==> config.mk <==
export PLATFORM = sky130hd
export DESIGN_NAME = hazard_ctrl
export DESIGN_NICKNAME = d
export VERILOG_FILES = /design/src/rtl/hazard_ctrl_pkg.sv /design/src/rtl/hazard_decode.sv /design/src/rtl/hazard_ctrl.sv
export SDC_FILE = /design/constraint.sdc
export NUM_CORES = 1
export LEC_CHECK = 0
export ABC_AREA = 1
export CORE_MARGIN = 4
export CORE_UTILIZATION = 54
export DETAILED_ROUTE_END_ITERATION = 7
export PLACE_DENSITY = 0.82
export SLEW_MARGIN = 0
export SYNTH_ARGS = -nofsm -noshare
export SYNTH_HDL_FRONTEND = slang
export SYNTH_HIERARCHICAL = 1
export SYNTH_SLANG_ARGS = --single-unit
==> constraint.sdc <==
create_clock -name clk -period 6.95 [get_ports clk]
set_input_delay 2.085 -clock clk [delete_from_list [all_inputs] [get_ports clk]]
set_output_delay 2.085 -clock clk [all_outputs]
set_load 0.01 [all_outputs]
==> src/rtl/hazard_ctrl_pkg.sv <==
// Opcode/funct constants and decode bundle for the hazard scheduler.
// Shared by the D-stage decoder and the stall/flush control.
package hazard_ctrl_pkg;

    localparam logic [5:0] OP_R    = 6'h00;
    localparam logic [5:0] OP_J    = 6'h02;
    localparam logic [5:0] OP_JAL  = 6'h03;
    localparam logic [5:0] OP_BEQ  = 6'h04;
    localparam logic [5:0] OP_BNE  = 6'h05;
    localparam logic [5:0] OP_ADDI = 6'h08;
    localparam logic [5:0] OP_ANDI = 6'h0c;
    localparam logic [5:0] OP_ORI  = 6'h0d;
    localparam logic [5:0] OP_LUI  = 6'h0f;
    localparam logic [5:0] OP_LW   = 6'h23;
    localparam logic [5:0] OP_SW   = 6'h2b;

    localparam logic [5:0] F_JR    = 6'h08;
    localparam logic [5:0] F_MFHI  = 6'h10;
    localparam logic [5:0] F_MTHI  = 6'h11;
    localparam logic [5:0] F_MFLO  = 6'h12;
    localparam logic [5:0] F_MTLO  = 6'h13;
    localparam logic [5:0] F_MULT  = 6'h18;
    localparam logic [5:0] F_MULTU = 6'h19;
    localparam logic [5:0] F_DIV   = 6'h1a;
    localparam logic [5:0] F_DIVU  = 6'h1b;
    localparam logic [5:0] F_ADD   = 6'h20;
    localparam logic [5:0] F_SUB   = 6'h22;
    localparam logic [5:0] F_AND   = 6'h24;
    localparam logic [5:0] F_OR    = 6'h25;
    localparam logic [5:0] F_SLT   = 6'h2a;
    localparam logic [5:0] F_SLTU  = 6'h2b;

    localparam logic [1:0] TUSE_NONE = 2'd3;

    typedef enum logic [1:0] {
        MD_NONE = 2'd0,
        MD_MULT = 2'd1,
        MD_DIV  = 2'd2
    } md_kind_e;

    typedef struct packed {
        logic [4:0] a3;
        logic [1:0] tnew;
        logic [1:0] tuse_rs;
        logic [1:0] tuse_rt;
        md_kind_e   md;
        logic       md_use;
    } dec_t;

endpackage

==> src/rtl/hazard_decode.sv <==
// D-stage decoder: destination register, Tnew, Tuse and mult/div class.
// Purely combinational; unknown encodings neither write nor read.
module hazard_decode
    import hazard_ctrl_pkg::*;
(
    input  logic [5:0] op,
    input  logic [5:0] fuc,
    input  logic [4:0] rt,
    input  logic [4:0] rd,
    output dec_t       dec
);

    always_comb begin
        dec         = '0;
        dec.tuse_rs = TUSE_NONE;
        dec.tuse_rt = TUSE_NONE;
        dec.md      = MD_NONE;
        case (op)
            OP_R: begin
                case (fuc)
                    F_ADD, F_SUB, F_AND,
                    F_OR, F_SLT, F_SLTU: begin
                        dec.a3      = rd;
                        dec.tnew    = 2'd1;
                        dec.tuse_rs = 2'd1;
                        dec.tuse_rt = 2'd1;
                    end
                    F_MFHI, F_MFLO: begin
                        dec.a3     = rd;
                        dec.tnew   = 2'd1;
                        dec.md_use = 1'b1;
                    end
                    F_JR: dec.tuse_rs = 2'd0;
                    F_MULT, F_MULTU: begin
                        dec.tuse_rs = 2'd1;
                        dec.tuse_rt = 2'd1;
                        dec.md      = MD_MULT;
                        dec.md_use  = 1'b1;
                    end
                    F_DIV, F_DIVU: begin
                        dec.tuse_rs = 2'd1;
                        dec.tuse_rt = 2'd1;
                        dec.md      = MD_DIV;
                        dec.md_use  = 1'b1;
                    end
                    F_MTHI, F_MTLO: begin
                        dec.tuse_rs = 2'd1;
                        dec.md_use  = 1'b1;
                    end
                    default: ;
                endcase
            end
            OP_ORI, OP_LUI, OP_ADDI, OP_ANDI: begin
                dec.a3      = rt;
                dec.tnew    = 2'd1;
                dec.tuse_rs = 2'd1;
            end
            OP_LW: begin
                dec.a3      = rt;
                dec.tnew    = 2'd2;
                dec.tuse_rs = 2'd1;
            end
            OP_SW: begin
                dec.tuse_rs = 2'd1;
                dec.tuse_rt = 2'd2;
            end
            OP_BEQ, OP_BNE: begin
                dec.tuse_rs = 2'd0;
                dec.tuse_rt = 2'd0;
            end
            OP_JAL: dec.a3 = 5'd31;
            default: ;
        endcase
    end

endmodule

==> src/rtl/hazard_ctrl.sv <==
// Stall/flush scheduler: shadow E/M (A3, Tnew) pipeline, data and
// HI/LO stalls, and the mult/div start pulse and busy counter.
module hazard_ctrl
    import hazard_ctrl_pkg::*;
#(
    parameter int MULT_CYC = 5,
    parameter int DIV_CYC  = 10
) (
    input  logic       clk,
    input  logic       reset,
    input  logic [5:0] D_op,
    input  logic [5:0] D_fuc,
    input  logic [4:0] D_rs,
    input  logic [4:0] D_rt,
    input  logic [4:0] D_rd,
    output logic       D_stall,
    output logic       PC_en,
    output logic       E_flush,
    output logic       md_start,
    output logic       md_busy
);

    dec_t       dec;
    logic [4:0] E_A3, M_A3;
    logic [1:0] E_Tnew, M_Tnew;
    md_kind_e   E_md;
    logic [3:0] cnt;
    logic       rs_hit, rt_hit, md_stall;

    hazard_decode u_dec (
        .op  (D_op),
        .fuc (D_fuc),
        .rt  (D_rt),
        .rd  (D_rd),
        .dec (dec)
    );

    always_comb begin
        rs_hit = (D_rs != 5'd0) &&
                 ((D_rs == E_A3 && dec.tuse_rs < E_Tnew) ||
                  (D_rs == M_A3 && dec.tuse_rs < M_Tnew));
        rt_hit = (D_rt != 5'd0) &&
                 ((D_rt == E_A3 && dec.tuse_rt < E_Tnew) ||
                  (D_rt == M_A3 && dec.tuse_rt < M_Tnew));
    end

    assign md_start = (E_md != MD_NONE);
    assign md_busy  = (cnt != 4'd0);
    assign md_stall = dec.md_use && (md_start || md_busy);
    assign D_stall  = rs_hit || rt_hit || md_stall;
    assign PC_en    = ~D_stall;
    assign E_flush  = D_stall;

    always_ff @(posedge clk) begin
        if (reset) begin
            E_A3   <= '0;
            E_Tnew <= '0;
            E_md   <= MD_NONE;
            M_A3   <= '0;
            M_Tnew <= '0;
            cnt    <= '0;
        end else begin
            E_A3   <= D_stall ? 5'd0 : dec.a3;
            E_Tnew <= D_stall ? 2'd0 : dec.tnew;
            E_md   <= D_stall ? MD_NONE : dec.md;
            M_A3   <= E_A3;
            M_Tnew <= (E_Tnew == 2'd0) ? 2'd0 : E_Tnew - 2'd1;
            if (md_start)
                cnt <= (E_md == MD_DIV) ? 4'(DIV_CYC)
                                        : 4'(MULT_CYC);
            else if (cnt != 4'd0)
                cnt <= cnt - 4'd1;
        end
    end

endmodule
==> out/results.ini, run 1 <==
[detailed_routing]
drt_pass1_iterations = 6
num_vias = 1683
drc = 0
ant_nets = 0
routed_wl_um = 3750
drt-initial-drc-count = 78
wl_per_cell_um = 11.2
viasPerCell = 5.02

[job]
maxCapViolCount = 0

[pwr]
peakVddDrop_mv = 0.0904
power.density_nw_per_um2 = 158
power.total_mw = 0.324
power_switching_share_pct = 34.6
switchingPower_mw = 0.112
clkPwrFrac_pct = 21.3
internal-power_mw = 0.212
comb_power_share_pct = 38.1
p_leak_nw = 1.00
seqPwrFrac_pct = 40.6

[die]
num_rows = 19
die_h_um = 62.8
coreArea_um2 = 2810
io_pins = 34
start_util_pct = 57.8
dieWidth_um = 62.8
dieArea_um2 = 3940

[timing]
worst_pin_slew_ns = 0.339
fin_skew_ns = 0.00379
relSlewSlack_pct = 77.3
min_period_ns = 6.73
layout_worst_path_cycle_share_pct = 96.8
setup_tns_ns = 0
slew_viol_final = 0
rsz0062_at_grt = false
fmax_mhz = 149
hold_violations = 0
worst_slack_ns = 0.225
holdWs_ns = 0.509
setup_viol = 0

[logic_synthesis]
syn_area_um2 = 1620
yosysWarnings = 6
synth_cell_type_count = 28
syn_inst = 267
ys_seq_elements = 20
syn_avg_cell_area_um2 = 6.07
ys_seq_area_share_pct = 24.7
synth_nets = 303

[global_route]
grt_overflow = 0
antenna_found_initial = 0
use_met2_pct = 34.6
grt_pass1_vias = 1508
grtUsageMet1_pct = 21.3
grt_max_degree = 12
grt_pass1_wl_um = 6130
grt-busiest-layer = met2
grt.total_usage_pct = 19.0
met3_usage_pct = 2.52

[placed_design]
dp_hpwl_um = 3030
gp_congestion = 0.905
dpl.cell_count = 329
portBuffers = 33
place_area_um2 = 1980
dpl_worst_slack_ns = 0.111

[clock_network]
clock_path_buffers = 2
cts_tree = built
clkSinkCount = 20
root_buffer = clkbuf_4
cts_max_level = 1
clkLatencyLatePin_ns = 0.31
clk_pin_slew_ns = 0.11
cts_buffers = 3
postCtsHoldBufs = 0

[setup_path]
crit_fanout = 3
crit_buf_inv = 3
crit_family = buffers and inverters
cp_cell_sequence = clkdlybuf4s50_1 > inv_2 > nor2_1 > nand2_1 > nor2_1 > nor2_2 > nand3_1 > nand2_1 > ha_1 > a21boi_0 > nor2_1 > nand3_1 > nand2_1 > nand2_2 > nand3_2 > clkdlybuf4s50_1
worst_path_max_delay_cell = clkdlybuf4s50_1
cp.arrival_ns = 4.64
cp-end-kind = output pin
cpPeakStageDelay_ns = 0.54
r2r_slack_ns = 5.39
cp.required_ns = 4.87
startpoint_type = input port
path_class = in2out

[finish]
final_cells = 335
mostFrequentLayoutCells = nand2_1 (64), inv_1 (53), nor2_1 (34), clkdlybuf4s50_1 (31), nand3_1 (21)
diodes = 0
layout_commonest_cell = nand2_1
final_net_count = 341
utilization_pct = 73.0
syn2layout_area_growth_pct = 26.2
drive_gt1_share_pct = 11.2
stdcell_area_um2 = 2050

[run_status]
status = finished, final reports clean

[min_path]
hp-class = reg2reg

-- area by class of cell --
cell class              instances  area [µm²]
multi-input cells             184         992
fillers                       251         758
flip-flops and latches         20         400
repair buffers                 35         350
inverters                      61         229
well taps                      31        38.8
clock buffers                   4        36.3
-- logic make-up (layout without fill, tap and decap cells) --
logic type,after synthesis,in the layout,share of synthesized area (%)
xor gates and xnor gates,4,4,2.16
adders and majority gates,7,7,5.40
buffers and inverters,63,100,15.0
DFF,20,20,24.7
and+or+nand+nor,147,147,42.4
AOI/OAI and AO/OA,26,26,10.3
-- power groups by stage --
stage	clock, mW	sequential (mW)	combinational, mW
after floorplan	0	0.133	0.0775
after global placement	0	0.134	0.119
after detailed placement	0	0.134	0.122
after CTS	0.0696	0.132	0.123
after global routing	0.0756	0.133	0.136
final	0.0691	0.132	0.123
-- tightest hold or removal path, stage by stage, from the launching register on --
cell	delay (ns)
dfxtp_1	0.34
inv_1	0.09
nor2_1	0.04
-- repair_timing --
| item | 4_1_cts | 5_1_grt |
|---|---|---|
| resized for setup | 0 | 5 |
| setup endpoints to repair | 0 | 3 |
| hold endpoints to repair | 0 | 0 |
| setup buffers | 0 | 2 |
-- metal layers --
layer | vias up | part of all wire, %
met5 | - | 0
met1 | 723 | 45
met2 | 51 | 47
met4 | 0 | 2.3
met3 | 9 | 5.5
li1 | 900 | -
-- registers in the layout (all words and copies together) (netlist names) --
register / flops
E_Tnew: 2
E_md: 2
M_A3: 5
cnt: 4
E_A3: 5
M_Tnew: 2
-- path summary, 6_finish.rpt --
check	start	end	depth (start not counted)
worst max-delay path	D_fuc[3]	D_stall	16
worst min-delay path	E_A3[0]$_SDFF_PP0_	M_A3[0]$_SDFF_PP0_	2
worst max register to register	E_Tnew[1]$_SDFF_PP0_	E_A3[4]$_SDFF_PP0_	9
worst min register to register	E_A3[0]$_SDFF_PP0_	M_A3[0]$_SDFF_PP0_	2
-- synthesized netlist by cell type --
library cell	instances	area share, %
dfxtp_1	20	25
nor3_1	7	2.2
inv_1	53	12
nand4_4	2	2.6
nor2_2	7	2.7
nand4_1	2	0.77
nand2_1	64	15
a21boi_0	2	0.93
a21boi_1	1	0.46
nand3_1	23	7.1
xor2_1	4	2.2
nand3_2	1	0.62
nand2_4	1	0.69
o21ai_1	1	0.31
a311oi_1	1	0.54
nand4_2	1	0.77
inv_2	8	1.9
o21ai_4	1	1.0
nor2b_1	1	0.39
nor2_1	34	7.9
buf_4	2	0.93
a21oi_1	10	3.1
ha_1	7	5.4
o21bai_1	3	1.4
o21ai_0	6	1.9
nor2_4	1	0.69
nand2_2	3	1.2
o211ai_2	1	0.77
Note: power is estimated with default switching activity, not from simulation.
==> run 2: changes to the inputs <==
- CELL_PAD_IN_SITES_DETAIL_PLACEMENT: not set -> 1
- CELL_PAD_IN_SITES_GLOBAL_PLACEMENT: not set -> 1
- CORE_ASPECT_RATIO: not set -> 1.4
- CORE_UTILIZATION: 54 -> 37
- CTS_BUF_LIST: not set -> sky130_fd_sc_hd__clkbuf_16
==> out/results.ini, run 2 (synthesis gave the netlist of run 1 again) <==
[min_path]
hp-class = reg2reg
hp-start = E_A3[4]$_SDFF_PP0_

[setup_path]
path_class = in2out
cp.required_ns = 4.87
cpPeakStageDelay_ns = 0.52
worst-r2r-cell-count = 9
worst_path_max_delay_cell = clkdlybuf4s50_1
r2r_slack_ns = 5.44
critPathLaunch = D_fuc[5]
reg2reg_to = E_md[1]$_SDFF_PP0_
crit_fanout = 3
rr_startpoint = E_Tnew[1]$_SDFF_PP0_
crit_path_frequent_cell = nor2_1
critPathCapture = PC_en
cp.arrival_ns = 4.36
startpoint_type = input port
cp-end-kind = output pin
cp_cell_sequence = clkdlybuf4s50_1 > inv_1 > nor2_2 > nand3_2 > nor2_1 > nor2_1 > nand3_1 > nand2_1 > ha_1 > a21boi_1 > nor2_1 > nand3_1 > nand2_1 > nand2_2 > nand3_2 > inv_1 > dlymetal6s2s_1

[job]
maxCapViolCount = 0

[detailed_routing]
drt_pass1_iterations = 4
viasPerCell = 4.70
routed_wl_um = 4480
num_vias = 1709
wl_per_cell_um = 12.3
drt-initial-drc-count = 37
ant_nets = 0
drc = 0

[pwr]
power_switching_share_pct = 32.1
comb_power_share_pct = 33.1
p_leak_nw = 1.06
peakVddDrop_mv = 0.0706
internal-power_mw = 0.257
switchingPower_mw = 0.121
clkPwrFrac_pct = 31.8
seqPwrFrac_pct = 35.1
power.density_nw_per_um2 = 177

[run_status]
status = finished, final reports clean

[finish]
syn2layout_area_growth_pct = 31.6
multi_input_area_um2 = 995
diodes = 0
final_net_count = 341
layout_commonest_cell = nand2_1
drive_gt1_share_pct = 11.2
reg_top3 = E_A3 x5, M_A3 x5, cnt x4
utilization_pct = 50.3
mostFrequentLayoutCells = nand2_1 (64), inv_1 (53), nor2_1 (33), clkdlybuf4s50_1 (29), nand3_1 (21)
seqCellArea_um2 = 400
nFillCells = 570

[die]
die_h_um = 86.3
dieArea_um2 = 5520
coreArea_um2 = 4240
dieWidth_um = 64.0
io_pins = 34
start_util_pct = 38.3
num_rows = 28

[clock_network]
root_buffer = clkbuf_16
clkLatencyLatePin_ns = 0.25
cts_tree = built
cts_buffers = 3
clock_path_buffers = 2
cts_setup_buffers = 0
clk_pin_slew_ns = 0.06
cts_max_level = 1
clkSinkCount = 20

[global_route]
grt.total_usage_pct = 17.7
grt_pass1_vias = 1780
antenna_found_initial = 0
grt_max_degree = 12
grt_overflow = 0
grt_pass1_wl_um = 7820

[timing]
worst_slack_ns = 0.504
setup_viol = 0
fin_skew_ns = 0.00428
relSlewSlack_pct = 75.3
hold_violations = 0
min_period_ns = 6.45
worst_pin_slew_ns = 0.369
layout_worst_path_cycle_share_pct = 92.7
rsz0062_at_grt = false
slew_viol_final = 0
setup_tns_ns = 0
fmax_mhz = 155

[placed_design]
dpl_worst_slack_ns = 0.0244
gp_congestion = 0.798
dp_hpwl_um = 3840
portBuffers = 33

run 2: power by group through the flow:
stage	Combinational, mW	Sequential [mW]	Clock (mW)
after global placement	0.122	0.134	0
after detailed placement	0.125	0.135	0
after CTS	0.127	0.133	0.122
after global routing	0.143	0.134	0.128
final	0.125	0.133	0.120
after floorplan	0.0775	0.133	0
run 2: critical path: cells and delay by family:
kind	cells	cell delay (ns)
adder cells (fa/ha/maj)	1	0.30
AO/OA/AOI/OAI	1	0.13
AND/OR/NAND/NOR	11	1.04
buffers and inverters	4	0.81
run 2: per-stage QoR:
step	instance area [µm²]	instances	power (mW)	hold WS [ns]
5_1_grt	2130	364	0.406	0.533
2_1_floorplan	1620	267	0.211	0.432
3_5_place_dp	2030	360	0.261	0.490
6_report	2130	364	0.378	0.507
3_3_place_gp	2030	360	0.256	0.483
4_1_cts	2110	364	0.382	0.507
run 2: layout make-up:
| cell class | count | share of cell area, % |
|---|---|---|
| well taps | 60 | 3.52 |
| clock inverters | 1 | 0.176 |
| inverters | 61 | 10.7 |
| clock buffers | 3 | 3.52 |
| flip-flops and latches | 20 | 18.8 |
| multi-input cells | 184 | 46.6 |
| repair buffers | 35 | 16.7 |
run 2: worst min-delay path by stage:
stage / endpoint / slack [ns] / depth (start not counted)
floorplan: M_Tnew[0]$_SDFF_PP0_ / 0.43 / 1
global placement: M_A3[0]$_SDFF_PP0_ / 0.48 / 2
detailed placement: M_Tnew[0]$_SDFF_PP0_ / 0.49 / 1
CTS: M_Tnew[0]$_SDFF_PP0_ / 0.51 / 1
global route: M_Tnew[0]$_SDFF_PP0_ / 0.53 / 1
finish: M_A3[4]$_SDFF_PP0_ / 0.51 / 2
run 2: layer usage:
| layer | vias to the layer above | GRT usage, % | routed length [µm] |
|---|---|---|---|
| li1 | 897 | - | - |
| met1 | 782 | 18.9 | 1840 |
| met2 | 23 | 34.3 | 2440 |
| met3 | 7 | 2.08 | 105 |
| met4 | 0 | 7.07 | 104 |
| met5 | - | 0 | 0 |
run 2: what timing repair did:
item | in CTS | in global routing
gates resized for setup | 1 | 8
hold buffers | 0 | 0
setup endpoints to repair | 1 | 3
pin swaps | 0 | 0
